## config.mk

```make
export PLATFORM = sky130hd
export DESIGN_NAME = fpu_result_demux_4ch
export DESIGN_NICKNAME = d
export VERILOG_FILES = /design/src/rtl/fpu_result_demux_4ch.sv
export SDC_FILE = /design/constraint.sdc
export NUM_CORES = 1
export LEC_CHECK = 0
export CORE_MARGIN = 5
export CORE_UTILIZATION = 41
export CTS_BUF_LIST = sky130_fd_sc_hd__clkbuf_8
export DETAILED_ROUTE_END_ITERATION = 7
export PLACE_DENSITY = 0.84
export SLEW_MARGIN = 20
export SYNTH_ARGS = -nofsm -noshare
export SYNTH_HDL_FRONTEND = slang
export SYNTH_SLANG_ARGS = --single-unit
```

## constraint.sdc

```tcl
create_clock -name clk -period 5 [get_ports clk]
set_input_delay 1 -clock clk [delete_from_list [all_inputs] [get_ports clk]]
set_output_delay 1 -clock clk [all_outputs]
set_load 0.02 [all_outputs]
```

## src/rtl/fpu_result_demux_4ch.sv

```systemverilog
// Purpose: steers one FP32 result stream to one of four consumers, each behind a
//          one-entry output register; optional per-channel drain counters (FPU_DEMUX_STATS_EN).
// Latency: 1 cycle from accept to out_valid. Backpressure: a stalled channel only blocks inputs addressed to it.
module fpu_result_demux_4ch #(
    parameter int WIDTH = 32,
    parameter int CNT_W = 16
) (
    input  logic                 clk,
    input  logic                 rst,
    input  logic                 in_valid,
    output logic                 in_ready,
    input  logic [WIDTH-1:0]     in_data,
    input  logic [1:0]           in_sel,
    output logic [3:0]           out_valid,
    input  logic [3:0]           out_ready,
    output logic [4*WIDTH-1:0]   out_data,
    output logic                 busy,
    output logic [4*CNT_W-1:0]   xfer_cnt
);

    logic [3:0]       valid_q, valid_d;
    logic [WIDTH-1:0] data_q [4];
    logic [WIDTH-1:0] data_d [4];
    logic             acc;
    logic [3:0]       drain;
    logic [3:0]       load;

    // A full channel can still accept when its consumer drains in the same cycle.
    always_comb begin
        in_ready = ~valid_q[in_sel] | out_ready[in_sel];
        acc      = in_valid & in_ready;
        drain    = valid_q & out_ready;
        for (int k = 0; k < 4; k++) begin
            load[k]    = acc && (in_sel == 2'(k));
            valid_d[k] = load[k] | (valid_q[k] & ~drain[k]);
            data_d[k]  = load[k] ? in_data : data_q[k];
        end
    end

    always_ff @(posedge clk or posedge rst) begin
        if (rst) begin
            valid_q <= '0;
            for (int k = 0; k < 4; k++) begin
                data_q[k] <= '0;
            end
        end else begin
            valid_q <= valid_d;
            for (int k = 0; k < 4; k++) begin
                data_q[k] <= data_d[k];
            end
        end
    end

    always_comb begin
        out_valid = valid_q;
        busy      = |valid_q;
        out_data  = '0;
        for (int k = 0; k < 4; k++) begin
            out_data[k*WIDTH +: WIDTH] = data_q[k];
        end
    end

`ifdef FPU_DEMUX_STATS_EN
    logic [CNT_W-1:0] cnt_q [4];
    logic [CNT_W-1:0] cnt_d [4];

    // Counters stick at all-ones rather than wrapping.
    always_comb begin
        xfer_cnt = '0;
        for (int k = 0; k < 4; k++) begin
            cnt_d[k] = (drain[k] && (cnt_q[k] != {CNT_W{1'b1}})) ? cnt_q[k] + CNT_W'(1) : cnt_q[k];
            xfer_cnt[k*CNT_W +: CNT_W] = cnt_q[k];
        end
    end

    always_ff @(posedge clk or posedge rst) begin
        if (rst) begin
            for (int k = 0; k < 4; k++) begin
                cnt_q[k] <= '0;
            end
        end else begin
            for (int k = 0; k < 4; k++) begin
                cnt_q[k] <= cnt_d[k];
            end
        end
    end
`else
    assign xfer_cnt = '0;
`endif

endmodule
```

# After elaboration in Yosys (flattened, before gate mapping)
# Cells that the tools add are included.
# W data, S select, Z words.
# word_totals
reg_bits,132
out_inout_bits,198
elab_cells,35
# op_classes
order_cmp,1
eq_ne,3
n_mux,4
bitwise_logic,16
reduce_logical,6
# op_table
op,n
$and A1 B1 Y1,5
$not A1 Y1,5
$or A1 B1 Y1,5
$and A4 B4 Y4,1
$bmux W1 S2,2
$eq A2 B2 Y1 const B,2
$logic_and A1 B1 Y1,4
$reduce_or A4 Y1,1
$lt A2 B3 Y1 const B,1
$eq A2 B1 Y1 const B,1
$logic_not A2 Y1,1
$mux W1,2

# Longest topological paths before layout
# Gate-level depths: netlist of the first run.
# depth
word_depth,7
depth_mapped,5
depth_no_buf,3

# Worst setup path after synthesis of the first run
# No wires, ideal clock.
# synth_timing
kind,input-to-output
from,input out_ready[1]
to,output in_ready
arrival_time_ps,1760
slack_ps,2240
path_stages,2
path_buffers,0
cell_sequence,nand2b_1 mux4_1
# synth_via
elab_chain_cells,3
# synth_rtl
item,line_no,text
start: declaration,15,"input logic [3:0] out_ready,"
$bmux W1 S2,30,in_ready = ~valid_q[in_sel] | out_ready[in_sel];
$mux W1 (implied by the code),30,
$or A1 B1 Y1,30,
end: declaration,11,"output logic in_ready,"
# No other way between the ends. The select of a mux whose other input is x is not followed.

# Worst setup path in the final report of the first run
# layout_timing
from,input in_sel[0]
to,output in_ready
# layout_via
elab_chain_cells,4
word_cells_on_any_way,6
cone_classes,mux: 4; bitwise: 2
# layout_rtl
item,line_no,text
start: declaration,13,"input logic [1:0] in_sel,"
$bmux W1 S2,30,
$mux W1 (implied by the code),30,
$not A1 Y1,30,
$or A1 B1 Y1 (*),30,
# Every way passes the cells marked *; elsewhere a longest branch is shown, timed or not. The select of a mux whose other input is x is not followed.

==> results of run 1 <==
==> worst max-delay path, stage by stage <==
cell	delay (ps)
sky130_fd_sc_hd__clkdlybuf4s50_1	550
sky130_fd_sc_hd__mux4_1	590
sky130_fd_sc_hd__clkdlybuf4s50_1	580
==> worst paths after layout <==
path | slack (ps) | endpoint | start
hold reg to reg | 500 | out_data[89] | out_data[89]
setup reg to reg | 2880 | out_data[57] | out_valid[1]
min in group asynchronous | 1040 | out_data[40] | rst
hold / removal | 500 | out_data[89] | out_data[89]
setup / recovery | 1290 | in_ready | in_sel[0]
max in group asynchronous | 3090 | out_data[11] | rst
==> where the power goes <==
part | switching [mW] | internal [mW]
clock network | 0.392 | 0.473
registers | 0.124 | 1.29
logic | 0.550 | 0.574
==> cell families (layout without fill, tap and decap cells) <==
kind of cell / Yosys count / after routing / share of synthesized area
other: 1 / 64 / 0.000684
AOI/OAI and AO/OA: 1 / 1 / 0.000912
muxes: 129 / 129 / 0.268
and+or+nand+nor: 16 / 16 / 0.0189
DFF: 132 / 132 / 0.602
buffers and inverters: 79 / 211 / 0.110
==> through the flow <==
stage / power (mW) / hold slack, ps
floorplan: 2.01 / 609
global placement: 2.53 / 471
detailed placement: 2.57 / 487
CTS: 3.44 / 502
global route: 3.59 / 505
finish: 3.40 / 498
==> area by class of cell <==
| cell class | count | area (um2) |
|---|---|---|
| Clock inverter | 11 | 111 |
| Multi-Input combinational cell | 210 | 1830 |
| Sequential cell | 132 | 3300 |
| Tap cell | 176 | 220 |
| Clock buffer | 20 | 275 |
| Fill cell | 1042 | 5620 |
| Inverter | 1 | 6.26 |
| Timing Repair Buffer | 179 | 1830 |
==> registers in the layout (all words and copies together), names as in the netlist <==
name and count:
out_valid 4, out_data 128
==> layout by cell type (no fill, tap or decap), types with 2 or more instances in the layout <==
master	instances
sky130_fd_sc_hd__buf_12	2
sky130_fd_sc_hd__bufinv_16	2
sky130_fd_sc_hd__clkbuf_8	20
sky130_fd_sc_hd__clkdlybuf4s50_1	174
sky130_fd_sc_hd__clkinv_2	4
sky130_fd_sc_hd__clkinvlp_4	2
sky130_fd_sc_hd__conb_1	64
sky130_fd_sc_hd__dfrtp_1	132
sky130_fd_sc_hd__inv_1	2
sky130_fd_sc_hd__mux2_1	4
sky130_fd_sc_hd__mux2_2	124
sky130_fd_sc_hd__nand2_1	5
sky130_fd_sc_hd__nand2b_1	4
==> per-layer routing <==
| metal | up-vias | track usage | share of wire | wire, um |
|---|---|---|---|---|
| met5 | - | 0 | 0 | 0 |
| met4 | 0 | 0.0568 | 0.013 | 168 |
| met3 | 15 | 0.0889 | 0.12 | 1510 |
| met2 | 170 | 0.260 | 0.48 | 6090 |
| met1 | 1665 | 0.188 | 0.39 | 4900 |
| li1 | 1471 | - | - | - |
==> flow_results.org, run 1 <==
** Yosys
- Ys Warns :: 0
- Area of the mapped netlist :: 5490 um2
- Fraction of the yosys area taken by sequential cells :: 0.602
- Commonest cells in the synthesized netlist :: sky130_fd_sc_hd__dfrtp_1, sky130_fd_sc_hd__mux2_2, sky130_fd_sc_hd__buf_4, sky130_fd_sc_hd__buf_6, sky130_fd_sc_hd__nand2_1
- Number of enable flip-flop cells after synthesis :: 0
- Number of distinct standard cells referenced by the synthesized netlist :: 21
- Prevailing post-synth register cell :: sky130_fd_sc_hd__dfrtp_1
- Seq cells post-synth :: 132
- Dividing the synthesized area by the synthesized cell count gives 15.3 um2.
- Area share of the largest cell type after synthesis :: 0.602
- After synthesis, the cell types taking the most area are sky130_fd_sc_hd__dfrtp_1, sky130_fd_sc_hd__mux2_2, sky130_fd_sc_hd__buf_4.
- By instance count, the leading cell after synthesis is sky130_fd_sc_hd__dfrtp_1.
- sky130_fd_sc_hd__dfrtp_1 takes more of the synthesized area than any other cell.
- Counting every instance in the synthesized netlist gives 358.
- Synth async-reset ratio :: 1.00

** Die
- Total die area :: 15,800 um2
- In this run the core area contains 42 standard-cell rows.
- Pin placement for this block handled about 240 I/O pins.
- Width of the chip :: about 130 um
- In this run the vertical extent of the chip is 126 um.
- The floorplan step defined a core boundary enclosing 13,200 um2.
- The initial utilization of the core area, before any placement, comes to 0.416.

** Global routing
- Number of antenna violations at the first check in global routing :: 0
- Global Route Usage Sum :: 0.163
- First-pass GRT wire length :: 20.3 mm
- After global routing the overflow that remains totals 0.
- Entering global routing, the biggest net connects 78 pins.
- Vias in the first global route :: around 3,700

** Power
- Summed over all cells, the static leakage comes to ~3.3 nW.
- Across the VDD grid, the largest voltage drop is 238 uV.
- Power density normalized to cell area :: 450 nW/um2

** Clocking
- The H-tree was split into 4 levels.
- Post-cts resize count :: 0
- The tree is rooted in a sky130_fd_sc_hd__clkbuf_8.
- Number of clock buffers inserted by TritonCTS :: 17
- The clock passes through at most 2 buffers.
- Post-CTS setup buffer count :: 0
- The clock net in this run drives a total of 132 sinks.
- After clock tree synthesis, the clock-pin slew on the worst setup and hold paths is 60 ps.
- TritonCTS built the clock tree.
- Clock network latency to the later pin of the worst-skew pair :: 420 ps
- Hold Buf Count CTS :: 0

** Drt
- Number of antenna-violating nets in the routed design :: 0
- Average wire length per cell after detail routing :: 17.4 um
- Initial drt markers :: 76
- The first detailed-routing pass took 4 iterations.
- The routed design has 12.7 mm of wire.
- Routed vias :: 3,321
- After detailed routing, the number of remaining DRC violations is 0.
- Dividing the detail-routed via count by the number of cells gives about 4.6.

** Flow run
- Across the run, the number of max-cap violations was 0.

** Setup path
- STA classifies the critical path endpoint as a primary output.
- For the worst setup path, the data required time is 4000 ps.
- Critical Setup Path Class :: input pin to primary output
- For the worst flop-to-flop path, the logic depth is 4.
- Data arrival time of the critical path :: 2710 ps
- In this run the worst path has a maximum fanout of 4.
- STA classifies the critical path startpoint as an input pin.

** STA
- Setup slack closes at 1290 ps.
- Period utilization :: 0.743
- Setup repair after global routing left no endpoint under its margin.
- Least-Margin Pin Slew :: 1060 ps
- Max Transition Viols Final :: 0
- The total count of hold-check failures in the final report came to 0.
- Achievable clock frequency :: 269 MHz
- Max transition margin :: 0.294
- Across the routed clock network, the largest skew measured is 6.13 ps.
- Final total negative setup slack :: 0 ps
- Post-layout minimum cycle time :: 3710 ps
- Setup violations remaining at the end of the flow were counted as 0.

** Final layout
- Final core area utilization :: 0.574
- After routing the design area is 7570 um2.
- After the last flow step, the layout net total stands at 582.
- The number of antenna diodes in the final layout is 0.
- After the flow finishes, the layout carries non-filler instances totaling 729.
- Layout overhead on the synthesized area :: 38.0%
- Fraction of final layout cells with drive strength greater than 1 :: 0.295

** Placed design
- Count of buffers inserted at the top-level ports :: 174
- At the end of routability-driven placement, the weighted congestion stood at 0.770.
- Summing all placed instances gives a cell area of a little over 7000 um2.
- Detailed placement finished with a half-perimeter wire length of 9.01 mm.
- Timing analysis after detailed placement gives a worst setup slack of 1280 ps.
- Inst Count DP :: 696

** Hold path
- Hold Crit Class :: flop to flop
- Worst hold path cell count :: 1

** Status
- Result of the run :: complete, no violations
Note: power is estimated with default switching activity, not from simulation.
==> run 2, diff against run 1 <==
--- a/config.mk
+++ b/config.mk
@@ -6,7 +6,7 @@
 export NUM_CORES = 1
 export LEC_CHECK = 0
 export CORE_MARGIN = 5
-export CORE_UTILIZATION = 41
+export CORE_UTILIZATION = 39
 export CTS_BUF_LIST = sky130_fd_sc_hd__clkbuf_8
 export DETAILED_ROUTE_END_ITERATION = 7
 export PLACE_DENSITY = 0.84
==> constraint.sdc (replaced) <==
create_clock -name clk -period 3.35 [get_ports clk]
set_input_delay 0.67 -clock clk [delete_from_list [all_inputs] [get_ports clk]]
set_output_delay 0.67 -clock clk [all_outputs]
set_load 0.02 [all_outputs]
==> run 2 against run 1 <==
Against the previous run:
- clock power rose by 68%
- count of clock-buffer cells in the layout is 3 lower
- worst setup slack got worse by 1000 ps
- first-iteration DRC count increased by 1.3%
- design area up 0.56%
- routed wire length about the same
- power rose by 54%
- via count is 1.1% higher
- final cell count increased by 0.82%
- non-clock buffer count up 1
- largest cell class unchanged
==> flow_results.org, run 2 (same netlist as run 1, synthesis figures left out) <==
** STA
- Least-Margin Pin Slew :: 756 ps (was 1060 ps)
- The final count of pins violating max slew came to 0 (unchanged).
- Subtracting the final worst setup slack from the clock period gives around 3000 ps.
- Static timing analysis puts the maximum clock frequency at roughly 330 MHz.
- The relative slew slack was 0.496 (was 0.294).
- Clk_skew :: 7.06 ps (was 6.13 ps)
- Number of endpoints failing setup at the final stage :: 0 (unchanged)
- In the finished design, the share of the clock period the worst path needs comes to 0.918.
- The setup TNS after final layout is 0 ps (unchanged).
- Setup repair after global routing missed its margin :: no (unchanged)
- The total count of hold-check failures in the final report came to 0 (unchanged).

** Clocking
- TritonCTS clock tree :: yes (unchanged)
- Clock network latency to the later pin of the worst-skew pair :: 440 ps (was 420 ps)
- Clock input transition at the sequential cells of the worst setup and hold paths :: 70 ps (was 60 ps)
- The H-tree depth was 4 (unchanged).
- The buffer count from post-CTS setup fixing is 0 (unchanged).
- The quantity of hold-fixing buffers added after cts was 0 (unchanged).
- Post-cts resize count :: 0 (unchanged)
- Worst-case clock buffer depth :: 2 (unchanged)
- Clk sink count :: 132 (unchanged)
- The clock tree root buffer cell is sky130_fd_sc_hd__clkbuf_8 (unchanged).
- The number of CTS-inserted buffers came to 17 (unchanged).

** Setup path
- Capturing element type of the critical path :: primary output (unchanged)
- The cell repeated most along the worst path is sky130_fd_sc_hd__clkdlybuf4s50_1 (unchanged).
- The critical path's slowest cell is sky130_fd_sc_hd__mux4_1 (unchanged).
- The reg-to-reg critical path startpoint was out_valid[1] (unchanged).
- The maximum cell stage delay along the critical path is 590 ps (about the same).
- Worst-path cell chain :: clkdlybuf4s50_1 -> mux4_1 -> clkdlybuf4s50_1 (unchanged)
- Req. time, crit path :: 2680 ps (was 4000 ps)
- Data arrival time of the critical path :: 2400 ps (was 2710 ps)
- Critical Setup Path Class :: input pin to primary output (unchanged)
- The end of the worst register-to-register path was out_data[49] (was out_data[57]).
- The slack of the worst reg-to-reg path came to 1600 ps (was 2880 ps).
- Peak fanout along the critical path :: 4 (unchanged)
- Critical Path Sink :: in_ready (unchanged)
- Worst Reg2Reg Path Length in Cells :: 4 (unchanged)
- Kind of launch point of the worst setup path :: input pin (unchanged)
- Critical path launch point :: in_sel[0] (unchanged)

** Global routing
- The global-route wire length before repair came to 19.8 mm (was 20.3 mm).
- The via count of the first global-routing pass came to 3,596 (was 3,745).
- The all-layer global routing usage came to 0.157 (was 0.163).
- Most used routing layer in global routing :: met2 (unchanged)
- The met2 global-route usage is 0.274 (was 0.260).
- Number of antenna violations at the first check in global routing :: 0 (unchanged)
- The sum of overflow across all layers after global routing was 0 (unchanged).
- The maximum number of pins on one net before global-route repair is 133 (was 78).
- The met3 usage is 0.0706 (was 0.0889).
- The global routing usage on met1 came to 0.167 (was 0.188).

** Placed design
- Post-detailed-placement half-perimeter wirelength :: 9.19 mm (was 9.01 mm)
- Cell area after placement :: 7170 um2 (was 7140 um2)
- Placer congestion estimate :: 0.723 (was 0.770)
- Count of buffers inserted at the top-level ports :: 174 (unchanged)

** Die
- The width of the chip was 129 um (was 126 um).
- The count of standard-cell rows came to 43 (was 42).
- Floorplan die height :: 129 um (was 126 um)
- Starting utilization of the core area :: 0.397 (was 0.416)
- The number of top-level pins is 239 (unchanged).
- The area of the die was 16,500 um2 (was 15,800 um2).
- The floorplan core area was 13,800 um2 (was 13,200 um2).

** Power
- Power density normalized to cell area :: 687 nW/um2 (was 450 nW/um2)
- The worst-case vdd ir drop was 486 uV (was 238 uV).
- The leakage component of the power is 3.27 nW (was 3.26 nW).

** Final layout
- Max reg flops :: 128 (unchanged)
- The total number of nets in the final design was 583 (was 582).
- Fraction of final layout cells with drive strength greater than 1 :: 0.301 (was 0.295)
- Most frequent cells in the layout :: sky130_fd_sc_hd__clkdlybuf4s50_1, sky130_fd_sc_hd__dfrtp_1, sky130_fd_sc_hd__mux2_2 (unchanged)
- The layout-stage area growth over the synthesis result came to 38.8% (was 38.0%).
- N_diodes :: 0 (unchanged)
- The design area is 7610 um2 (was 7570 um2).
- Most common cell after layout, fill and taps aside :: sky130_fd_sc_hd__clkdlybuf4s50_1 (unchanged)

** Drt
- Initial drt markers :: 77 (was 76)
- Routed vias :: 3,359 (was 3,321)
- The DRC violations left came to 0 (unchanged).
- Average wire length per cell after detail routing :: 17.2 um (was 17.4 um)
- Final Routed Wirelength :: 12.7 mm (about the same)
- Number of antenna-violating nets in the routed design :: 0 (unchanged)
- Post-DR vias/cell :: 4.57 (was 4.56)
- DRT Pass-1 Iters :: 5 (was 4)

** Status
- Result of the run :: complete, no violations (unchanged)

** Flow run
- The number of maximum-capacitance violations came to 0 (unchanged).

** Hold path
- Hold Crit Class :: flop to flop (unchanged)
## run 2: layout make-up
type,count,area (um2)
Clock inverter,15,205
Inverter,1,7.51
Sequential cell,132,3300
Clock buffer,17,234
Fill cell,1132,6210
Timing Repair Buffer,180,1810
Tap cell,180,225
Multi-Input combinational cell,210,1830
## run 2: worst max-delay path: cells and delay by family
family | cells | cell delay (ps)
buf+inv | 2 | 1140
mux | 1 | 590
## run 2: power by group
| part | switching, mW | leakage, nW | internal (mW) |
|---|---|---|---|
| logic | 0.821 | 1.49 | 0.856 |
| clock network | 0.633 | 0.213 | 0.817 |
| registers | 0.182 | 1.57 | 1.92 |
## run 2: through the flow
stage / worst slack, ps / hold slack [ps] / std cells / total power, mW / utilization
3_3_place_gp: 276 / 470 / 703 / 3.77 / 0.519
2_1_floorplan: 1040 / 609 / 421 / 3.00 / -
4_1_cts: 255 / 491 / 735 / 5.30 / 0.551
5_1_grt: 225 / 518 / 735 / 5.48 / 0.551
3_5_place_dp: 255 / 474 / 703 / 3.83 / 0.519
6_report: 276 / 489 / 735 / 5.23 / 0.551
## run 2: worst min-delay path by stage
stage	endpoint	slack, ps	depth (start not counted)	start
after detailed placement	out_data[89]	470	1	out_data[89]
after global routing	out_data[120]	520	1	out_data[120]
after floorplan	out_data[120]	610	1	out_data[120]
final	out_data[89]	490	1	out_data[89]
after global placement	out_data[56]	470	1	out_data[56]
after CTS	out_data[89]	490	1	out_data[89]
## run 2: per-layer routing
layer	up-vias	wire [um]	share of wire
li1	1477	-	-
met1	1710	4470	0.35
met2	156	6680	0.53
met3	16	1350	0.11
met4	0	161	0.013
met5	-	0	0
==> run 3, diff against run 2 <==
--- a/config.mk
+++ b/config.mk
@@ -5,7 +5,7 @@
 export SDC_FILE = /design/constraint.sdc
 export NUM_CORES = 1
 export LEC_CHECK = 0
-export CORE_MARGIN = 5
+export CORE_MARGIN = 2
 export CORE_UTILIZATION = 39
 export CTS_BUF_LIST = sky130_fd_sc_hd__clkbuf_8
 export DETAILED_ROUTE_END_ITERATION = 7
==> run 3 against run 2 <==
Against the previous run:
- via count grew 0.95%
- non-clock buffer count grew 4
- final cell count grew 0.54%
- critical path depth is the same
- power shrank 4.4%
- sequential cell count is the same
- register-to-register slack gained 60 ps
- sequential power is essentially flat
- clock power shrank 15%
- maximum frequency grew 1.4%
- critical endpoint unchanged
- largest cell class unchanged
- largest power group unchanged
- highest routed layer unchanged
==> flow_results.org, run 3 (same netlist as run 1, synthesis figures left out) <==
** Drt
- The via count normalized by instance count came to 4.59 (was 4.57).
- DRT Pass-1 Iters :: 4 (was 5)
- Average wire length per cell after detail routing :: 16.6 um (was 17.2 um)
- Final Routed Wirelength :: 12.2 mm (was 12.7 mm)
- The number of antenna-violating nets in the routed design came to 0 (unchanged).
- The total vias in the final route was 3,391 (was 3,359).
- Final routed DRC violation total :: 0 (unchanged)
- The violation count after the first detailed-route iteration was 140 (was 77).

** Setup path
- The worst path required time came to 2680 ps (about the same).
- The maximum fanout encountered on the critical timing path came to 4 (unchanged).
- The critical path launch point type was an input pin (unchanged).
- The number of cells on the worst reg-to-reg path was 4 (unchanged).
- The category of the worst setup path capture point is a primary output (unchanged).
- Data arrival time of the critical path :: 2360 ps (was 2400 ps)
- The end of the worst register-to-register path was out_data[71] (was out_data[49]).
- The reg-to-reg critical path startpoint is out_valid[2] (was out_valid[1]).
- The path type of the worst setup path was input pin to primary output (unchanged).
- Slack of the worst reg-to-reg path :: 1660 ps (was 1600 ps)

** STA
- The post-layout worst setup margin is 317 ps (was 276 ps).
- The worst-margin pin slew was 903 ps (was 756 ps).
- Number of endpoints failing setup at the final stage :: 0 (unchanged)
- Setup repair after global routing missed its margin :: no (unchanged)
- The relative slew slack was 0.397 (was 0.496).
- The final count of pins violating max slew came to 0 (unchanged).
- The final clock skew came to 3.91 ps (was 7.06 ps).
- Post-layout minimum cycle time :: 3030 ps (was 3070 ps)
- Achievable clock frequency :: 330 MHz (was 325 MHz)
- The total count of hold-check failures in the final report is 0 (unchanged).
- The setup TNS after final layout came to 0 ps (unchanged).
- The share of the clock period used by the worst path was 0.905 (was 0.918).

** Die
- Total die area :: 15,000 um2 (was 16,500 um2)
- Placement row count :: 43 (unchanged)
- Area of the core :: 13,800 um2 (unchanged)
- The initial cell density of the core came to 0.397 (unchanged).
- The number of top-level pins was 239 (unchanged).
- Width of the chip :: 123 um (was 129 um)
- The height of the chip is 123 um (was 129 um).

** Global routing
- The via count of the first global-routing pass was 3,471 (was 3,596).
- The maximum number of pins on one net before global-route repair is 61 (was 133).
- The initial antenna violation count came to 0 (unchanged).
- Global Route Usage Sum :: 0.167 (was 0.157)
- First-pass GRT wire length :: 18.6 mm (was 19.8 mm)
- The sum of overflow across all layers after global routing came to 0 (unchanged).

** Placed design
- Setup slack at placement :: 320 ps (was 255 ps)
- The weighted congestion reported at the end of routability-driven placement is 0.764 (was 0.723).
- The number of instances in the placed design came to 707 (was 703).
- Cell area after placement :: 7200 um2 (was 7170 um2)
- The count of buffers inserted at the top-level ports came to 174 (unchanged).
- Post-detailed-placement half-perimeter wirelength :: 8.77 mm (was 9.19 mm)

** Status
- Result of the run :: complete, no violations (unchanged)

** Clocking
- Root cell of the clock tree :: sky130_fd_sc_hd__clkbuf_8 (unchanged)
- Worst-case clock buffer depth :: 2 (unchanged)
- The clock input transition at the sequential cells of the worst setup and hold paths is 70 ps (about the same).
- Htree depth :: 4 (unchanged)
- The number of sinks driven by the clock tree came to 132 (unchanged).
- The buffer count from post-CTS setup fixing came to 0 (unchanged).
- The quantity of hold-fixing buffers added after cts was 0 (unchanged).
- Number of clock buffers inserted by TritonCTS :: 17 (unchanged)
- Clock network latency to the later pin of the worst-skew pair :: 430 ps (was 440 ps)
- The number of instances resized during post-cts repair came to 0 (unchanged).
- TritonCTS clock tree :: yes (unchanged)

** Final layout
- The total number of nets in the final design came to 587 (was 583).
- Number of fill cells in the layout :: 1,116 (was 1,132)
- Most frequent cells in the layout: sky130_fd_sc_hd__clkdlybuf4s50_1, sky130_fd_sc_hd__dfrtp_1, sky130_fd_sc_hd__mux2_2 (unchanged).
- Fraction of final layout cells with drive strength greater than 1 :: 0.306 (was 0.301)
- The most common cell after layout, fill and taps aside was sky130_fd_sc_hd__clkdlybuf4s50_1 (unchanged).
- The number of flip-flops under the largest register name came to 128 (unchanged).
- The design area is 7570 um2 (was 7610 um2).
- The antenna diode count is 0 (unchanged).
- Final core area utilization :: 0.548 (was 0.551)
- The number of non-filler instances in the completed layout is 739 (was 735).
- Layout overhead on the synthesized area :: 38.1% (was 38.8%)

** Power
- The leakage component of the power was 3.26 nW (was 3.27 nW).
- The power per cell area is 661 nW/um2 (was 687 nW/um2).
- The worst-case vdd ir drop was 359 uV (was 486 uV).

** Hold path
- The type of the tightest min-delay check is flop to flop (unchanged).
- The terminating pin of the worst hold path is out_data[56] (was out_data[89]).
- Start point of the worst hold path :: out_data[56] (was out_data[89])
- Worst hold path cell count :: 1 (unchanged)

** Flow run
- Max cap viols :: 0 (unchanged)
## run 3: metal layers
metal	vias to the layer above	track usage	routed length [um]
li1	1484	-	-
met1	1725	0.182	4570
met5	-	0	0
met4	0	0.0682	193
met3	20	0.0660	1020
met2	162	0.289	6460
## run 3: metrics by stage
step	hold slack, ps	power [mW]
global placement	469	3.77
finish	491	5.00
floorplan	609	3.00
global route	514	5.26
CTS	491	5.07
detailed placement	475	3.82
## run 3: worst max-delay path by stage
stage,from,end,slack [ps],cells past startpoint
after detailed placement,in_sel[0],in_ready,320,3
after global placement,in_sel[0],in_ready,330,3
after floorplan,rst,out_data[0],1040,1
after CTS,in_sel[0],in_ready,320,3
final,in_sel[0],in_ready,320,3
after global routing,in_sel[0],in_ready,280,3
## run 3: report_power, final
part,total [mW],switching (mW),internal [mW]
Clock,1.23,0.607,0.620
Sequential,2.10,0.180,1.92
Combinational,1.67,0.812,0.859
## run 3: final cells by class
type / count / area (um2) / area share
Clock buffer: 19 / 262 / 0.0345
Clock inverter: 13 / 109 / 0.0144
Inverter: 1 / 7.51 / 0.000991
Multi-Input combinational cell: 210 / 1830 / 0.241
Sequential cell: 132 / 3300 / 0.436
Tap cell: 180 / 225 / 0.0297
Timing Repair Buffer: 184 / 1840 / 0.243
## run 3: critical path, stage by stage
cell and delay, ps:
sky130_fd_sc_hd__clkdlybuf4s50_1 550, sky130_fd_sc_hd__mux4_1 580, sky130_fd_sc_hd__clkdlybuf4s50_1 560
